===== src/rtl/apb_master_bridge.sv =====
// rtl/apb_master_bridge.sv - single-outstanding APB4 initiator driven by a valid/ready command port
module apb_master_bridge #(
    parameter int ADDR_W  = 12,
    parameter int DATA_W  = 32,
    parameter int TIMEOUT = 16
) (
    input  logic                clk,
    input  logic                rst,

    input  logic                cmd_valid,
    output logic                cmd_ready,
    input  logic                cmd_write,
    input  logic [ADDR_W-1:0]   cmd_addr,
    input  logic [DATA_W-1:0]   cmd_wdata,
    input  logic [DATA_W/8-1:0] cmd_strb,

    output logic                rsp_valid,
    input  logic                rsp_ready,
    output logic [DATA_W-1:0]   rsp_rdata,
    output logic                rsp_err,
    output logic                rsp_timeout,

    output logic                busy,

    output logic                psel,
    output logic                penable,
    output logic                pwrite,
    output logic [ADDR_W-1:0]   paddr,
    output logic [DATA_W-1:0]   pwdata,
    output logic [DATA_W/8-1:0] pstrb,
    input  logic                pready,
    input  logic [DATA_W-1:0]   prdata,
    input  logic                pslverr
);

    localparam int CNT_W = $clog2(TIMEOUT) + 1;
    localparam logic [CNT_W-1:0] CNT_LAST = CNT_W'(TIMEOUT - 1);
    localparam logic [CNT_W-1:0] CNT_MAX  = '1;

    typedef enum logic [1:0] {
        S_IDLE,
        S_SETUP,
        S_ACCESS,
        S_RESP
    } state_t;

    state_t           state;
    logic [CNT_W-1:0] wait_cnt;

    assign cmd_ready = (state == S_IDLE);
    assign busy      = (state != S_IDLE);

    // The APB output registers double as the latched command: they are loaded
    // once on accept and only cleared when the transfer leaves ACCESS.
    always_ff @(posedge clk) begin
        if (rst) begin
            state       <= S_IDLE;
            wait_cnt    <= '0;
            psel        <= 1'b0;
            penable     <= 1'b0;
            pwrite      <= 1'b0;
            paddr       <= '0;
            pwdata      <= '0;
            pstrb       <= '0;
            rsp_valid   <= 1'b0;
            rsp_err     <= 1'b0;
            rsp_timeout <= 1'b0;
            rsp_rdata   <= '0;
        end else begin
            case (state)
                S_IDLE: begin
                    if (cmd_valid) begin
                        if (cmd_addr[1:0] != 2'b00) begin
                            state       <= S_RESP;
                            rsp_valid   <= 1'b1;
                            rsp_err     <= 1'b1;
                            rsp_timeout <= 1'b0;
                            rsp_rdata   <= '0;
                        end else begin
                            state   <= S_SETUP;
                            psel    <= 1'b1;
                            penable <= 1'b0;
                            pwrite  <= cmd_write;
                            paddr   <= cmd_addr;
                            pwdata  <= cmd_write ? cmd_wdata : '0;
                            pstrb   <= cmd_write ? cmd_strb : '0;
                        end
                    end
                end

                S_SETUP: begin
                    state    <= S_ACCESS;
                    penable  <= 1'b1;
                    wait_cnt <= '0;
                end

                S_ACCESS: begin
                    // pready wins over the timeout check in the same cycle.
                    if (pready) begin
                        state       <= S_RESP;
                        rsp_valid   <= 1'b1;
                        rsp_err     <= pslverr;
                        rsp_timeout <= 1'b0;
                        rsp_rdata   <= (!pwrite && !pslverr) ? prdata : '0;
                        psel        <= 1'b0;
                        penable     <= 1'b0;
                        paddr       <= '0;
                        pwdata      <= '0;
                        pstrb       <= '0;
                    end else if (wait_cnt == CNT_LAST) begin
                        state       <= S_RESP;
                        rsp_valid   <= 1'b1;
                        rsp_err     <= 1'b1;
                        rsp_timeout <= 1'b1;
                        rsp_rdata   <= '0;
                        psel        <= 1'b0;
                        penable     <= 1'b0;
                        paddr       <= '0;
                        pwdata      <= '0;
                        pstrb       <= '0;
                    end else if (wait_cnt != CNT_MAX) begin
                        wait_cnt <= wait_cnt + 1'b1;
                    end
                end

                S_RESP: begin
                    if (rsp_ready) begin
                        state       <= S_IDLE;
                        rsp_valid   <= 1'b0;
                        rsp_err     <= 1'b0;
                        rsp_timeout <= 1'b0;
                        rsp_rdata   <= '0;
                        wait_cnt    <= '0;
                    end
                end

                default: state <= S_IDLE;
            endcase
        end
    end

endmodule


===== config.mk =====
export PLATFORM = sky130hd
export DESIGN_NAME = apb_master_bridge
export DESIGN_NICKNAME = d
export VERILOG_FILES = /design/src/rtl/apb_master_bridge.sv
export SDC_FILE = /design/constraint.sdc
export NUM_CORES = 1
export LEC_CHECK = 0
export BUFFER_PORTS_ARGS = -buffer_cell sky130_fd_sc_hd__buf_2
export CORE_AREA = 2 2 91 93
export CTS_CLUSTER_DIAMETER = 50
export DETAILED_ROUTE_END_ITERATION = 7
export DIE_AREA = 0 0 93 95
export PLACE_DENSITY = 0.83
export SLEW_MARGIN = 0
export SYNTH_ARGS = -nofsm -noshare
export SYNTH_HDL_FRONTEND = slang
export SYNTH_SLANG_ARGS = --single-unit

===== constraint.sdc =====
create_clock -name clk -period 5.8 [get_ports clk]
set_clock_uncertainty 0.2 [all_clocks]
set_input_delay 1.16 -clock clk [delete_from_list [all_inputs] [get_ports clk]]
set_output_delay 1.16 -clock clk [all_outputs]
set_load 0.05 [all_outputs]

# [After elaboration in Yosys (flattened, before gate mapping)]
# Cells that the tools add are included.
[word_totals] word_cells=97 inputBits=87 register_bits=93
[op_classes] bitwise_logic=1 addsub=1 n_reduce_logical=16 n_eq_ne=13 n_mux=54
[ops] op="32-bit two-way mux" n=10
[ops] op="32-bit case mux with 3 select lines" n=1
[ops] op="32-bit case mux with 2 select lines" n=1
[ops] op="12-bit two-way mux" n=4
[ops] op="12-bit case mux with 2 select lines" n=1
[ops] op="4-bit two-way mux" n=5
[ops] op="5-bit two-way mux" n=4
[ops] op="1-bit two-way mux" n=15
[ops] op="5-bit case mux with 3 select lines" n=1
[ops] op="2-bit != test, second input constant" n=6
[ops] op="1-bit case mux with 3 select lines" n=4
[ops] op="2-bit two-way mux" n=5
[ops] op="5-bit AND reduction" n=2
[ops] op="3-bit nonzero test" n=3
[ops] op="2-bit case mux with 4 select lines" n=1
[ops] op="4-bit case mux with 2 select lines" n=1
[ops] op="4-bit AND reduction" n=2
[ops] op="3-bit AND reduction" n=2
[ops] op="2-bit nonzero test" n=3
[ops] op="5-bit by 1-bit adder with 5-bit output, second input constant" n=1
[ops] op="5-bit by 4-bit equality test with 1-bit output, second input constant" n=1
[ops] op="5-bit != test, second input constant" n=1
[ops] op="2-bit equality test, second input constant" n=2
[ops] op="3-bit != test, second input constant" n=1
[ops] op="7 further kinds" n=8

# [Longest topological paths before layout]
[logic_depth] word_depth=5 ltp_mapped=9 depth_no_buf=7

# [Worst setup path before layout]
# Ideal clock, no wire load.
[synth_path] kind="register to output" from="reg state[0]" to="out busy" t_required_ns=4.440 stages_incl_launch_ff=4 t_arrival_ns=1.359 setup_slack_ns=3.081 cell_sequence="dfxtp_1 inv_1 ha_1 inv_1"
[synth_via] elab_chain_cells=1
[synth_rtl] element="start: declaration" line_no="47" source="state_t state;"
[synth_rtl] element="start signal: assignment" line_no="57" source="state <= S_IDLE;"
[synth_rtl] element="start signal: assignment" line_no="74" source="state <= S_RESP;"
[synth_rtl] element="start signal: assignment" line_no="80" source="state <= S_SETUP;"
[synth_rtl] element="2-bit nonzero test" line_no="51" source="assign busy = (state != S_IDLE);"
[synth_rtl] element="end: declaration" line_no="23" source="output logic busy,"
# No other way between the ends.

# [Worst setup path in the final report]
[layout_path] from="reg state[0]" to="reg rsp_rdata[17]"
[layout_via] elab_chain_cells=3 word_cells_on_any_way=10 cone_classes="eq/ne: 6; mux: 1; reduce/logical: 3"
[layout_rtl] element="2-bit equality test or 2-bit logical NOT (tied branches)" line_no="70" source="case (state)"
[layout_rtl] element="3-bit != test (no line), or another cell as far along"
[layout_rtl] element="5-bit AND reduction (no line)"
[layout_rtl] element="end signal: assignment" line_no="104" source="rsp_rdata <= (!pwrite && !pslverr) ? prdata : '0;"
[layout_rtl] element="end: declaration" line_no="19" source="output logic [DATA_W-1:0] rsp_rdata,"
# Several ways; a longest one is shown, not always the timed one.
# A chain may end at the register's enable or synchronous reset.

==> results.json <==
{
  "num_rows": 33,
  "period_minus_slack_ns": 3.12,
  "coreArea_um2": 7930,
  "die_y_um": 95,
  "syn_avg_cell_area_um2": 8.95,
  "setup.worst_path.start": "state[0]$_SDFFE_PP0P_",
  "synth_top_area_share_pct": 48.9,
  "status": "finished clean",
  "cpMostUsedCell": "buf_4",
  "postRouteWirelength_um": 9620,
  "yosys_warnings": 0,
  "grt.overflow.total": 0,
  "gp_congestion": 0.786,
  "cp_max_fo": 37,
  "clockBufferDepth": 2,
  "peakVddDrop_v": 0.000337,
  "reg2reg_depth": 8,
  "crit_slowest_cell": "nor3b_2",
  "fin_crit_sh_pct": 53.9,
  "ctsResizeCount": 0,
  "die_area_um2": 8840,
  "p_per_area_nw_per_um2": 359,
  "ys_seq_area_share_pct": 48.9,
  "rr_startpoint": "state[0]$_SDFFE_PP0P_",
  "synth_area_um2": 3800,
  "pin_count": 175,
  "syn_nets": 521,
  "cts_root_buffer": "clkbuf_8",
  "synthFlopType": "dfxtp_1",
  "synth_edf_count": 0,
  "final_area_um2": 4950,
  "final_nets": 681,
  "via_count": 3583,
  "synth_top_cells_by_area": "dfxtp_1, nand2b_1, nand4_1, a21oi_1, o21ai_1",
  "drive_above_1_share_pct": 34.7,
  "n_antenna_cell": 0,
  "synth_cells": 425,
  "hold_viol": 0,
  "setup_total_negative_slack_ns": 0,
  "cts_sinks": 93,
  "viasPerCell": 5.16,
  "cts_made_buffers": 9,
  "grt_pass1_wl_um": 14900,
  "postCtsSetupBuffers": 0,
  "maxSlewHeadroom_pct": 48.4,
  "htree_levels": 3,
  "arrival_ns": 3.20,
  "max_freq_mhz": 320,
  "track_usage_pct": 20.8,
  "fin_util_pct": 62.4,
  "postRouteAntennaNets": 0,
  "post-place-ws_ns": 2.54,
  "placed_cell_area_um2": 4750,
  "worstReg2RegEnd": "rsp_rdata[17]$_SDFFE_PP0P_",
  "wire_per_inst_um": 13.8,
  "areaGrowthSynthToFinish_pct": 30.1,
  "io_buffer_count": 174,
  "crit_chain": "inv_1 -> ha_1 -> nor3b_2 -> nor3_4 -> buf_4 -> and2_0 -> buf_4 -> o21ai_0",
  "power_mw": 1.78,
  "fill_cells": 734,
  "die_w_um": 93,
  "cap_violations": 0,
  "firstDrtPassIters": 4,
  "ys_types": 40,
  "path_clk_slew_ns": 0.09,
  "hold-path-cell-count": 1,
  "netlist.top_cell.by_area": "dfxtp_1",
  "worstSetupPathType": "reg -> reg",
  "cts_hold_buf": 0,
  "drt_drc_violations_left": 0,
  "initial_core_util_pct": 48.0,
  "final_cells": 695,
  "async_reset_ff_share_pct": 0,
  "crit_path_end": "rsp_rdata[17]$_SDFFE_PP0P_",
  "rsz0062_at_grt": "false",
  "grt_pass1_vias": 3243,
  "critPathLaunchType": "flop",
  "hold-worst-slack_ns": 0.264,
  "hold_path_class": "reg -> reg",
  "clock_latency_ns": 0.34,
  "cp-end-kind": "flop",
  "ys_ff_latch": 93,
  "cpPeakStageDelay_ns": 0.59,
  "worstMarginPinSlew_ns": 0.774,
  "yosysMostFrequentCell": "dfxtp_1",
  "dp_hpwl_um": 6640,
  "final-setup-viol-count": 0,
  "antenna_found_initial": 0,
  "regToRegSetupSlack_ns": 2.68,
  "setup_slack_ns": 2.68,
  "drt_iter0_markers": 193,
  "drv_slew": 0,
  "dp.cells": 679,
  "synth.top_cells.by_count": "dfxtp_1, nand2b_1, a21oi_1",
  "cts_tree": "built",
  "leakage_nw": 2.17,
  "cp.required_ns": 5.87,
  "grt_max_degree": 85
}
-- per-layer routing --
metal | global-route usage, % | vias up | part of all wire, %
met3 | 2.63 | 9 | 4.1
met5 | 0 | - | 0
met2 | 37.3 | 97 | 53
met4 | 6.99 | 0 | 0.99
li1 | - | 1783 | -
met1 | 25.8 | 1694 | 42
-- power breakdown --
group	internal (mW)	switching (mW)	total, mW	leakage, nW
Combinational	0.189	0.451	0.641	1.32
Sequential	0.677	0.0240	0.701	0.751
Clock	0.212	0.224	0.436	0.0959
-- kinds of logic after synthesis --
group	Yosys count	synth area share (%)
AO/OA/AOI/OAI	95	14.2
adder cells (fa/ha/maj)	9	2.96
buffers and inverters	39	4.31
flip-flops	93	48.9
multiplexers	4	1.09
AND/OR/NAND/NOR	185	28.5
-- final cells by class --
type / instances / area, um2 / area share [%]
Multi-Input combinational cell: 293 / 1800 / 36.5
Inverter: 7 / 26.3 / 0.531
Clock buffer: 11 / 141 / 2.86
Sequential cell: 93 / 1860 / 37.6
Timing Repair Buffer: 181 / 923 / 18.7
Tap cell: 105 / 131 / 2.66
Clock inverter: 5 / 58.8 / 1.19
-- worst max-delay path: cells and delay by family, from the launching register on --
| family | cells | cell delay [ns] |
|---|---|---|
| simple gates | 3 | 1.03 |
| buf+inv | 3 | 0.69 |
| compound gates | 1 | 0.19 |
| fa+ha+maj | 1 | 0.56 |
| flops | 1 | 0.36 |
-- worst min path at each step --
| stage | start | end | slack (ns) |
|---|---|---|---|
| finish | paddr[1]$_SDFFE_PP0P_ | paddr[1]$_SDFFE_PP0P_ | 0.26 |
| global route | rsp_rdata[29]$_SDFFE_PP0P_ | rsp_rdata[29]$_SDFFE_PP0P_ | 0.29 |
| CTS | rsp_rdata[3]$_SDFFE_PP0P_ | rsp_rdata[3]$_SDFFE_PP0P_ | 0.27 |
| detailed placement | paddr[1]$_SDFFE_PP0P_ | paddr[1]$_SDFFE_PP0P_ | 0.24 |
| global placement | paddr[0]$_SDFFE_PP0P_ | paddr[0]$_SDFFE_PP0P_ | 0.24 |
| floorplan | wait_cnt[1]$_SDFFE_PP0P_ | wait_cnt[1]$_SDFFE_PP0P_ | 0.26 |
-- state kept, by name (all words and copies together), names as in the netlist, 2 cells and up --
signal and flops:
pwdata 32, pstrb 4, wait_cnt 5, paddr 12, rsp_rdata 32, state 2
-- cells in the final DEF (no fill, tap or decap), types with 3 or more instances in the layout --
cell type	instances
buf_2	174
nor2_1	13
o21ai_0	7
nand3_1	3
nor3_1	3
inv_1	7
ha_1	9
nand2_1	37
o21ai_1	30
nor2b_1	4
nand4_1	34
buf_4	7
nand2b_1	73
a21oi_1	39
clkbuf_8	10
a22o_1	10
mux2i_1	3
dfxtp_1	93
Power figures use the tool's default switching activity.
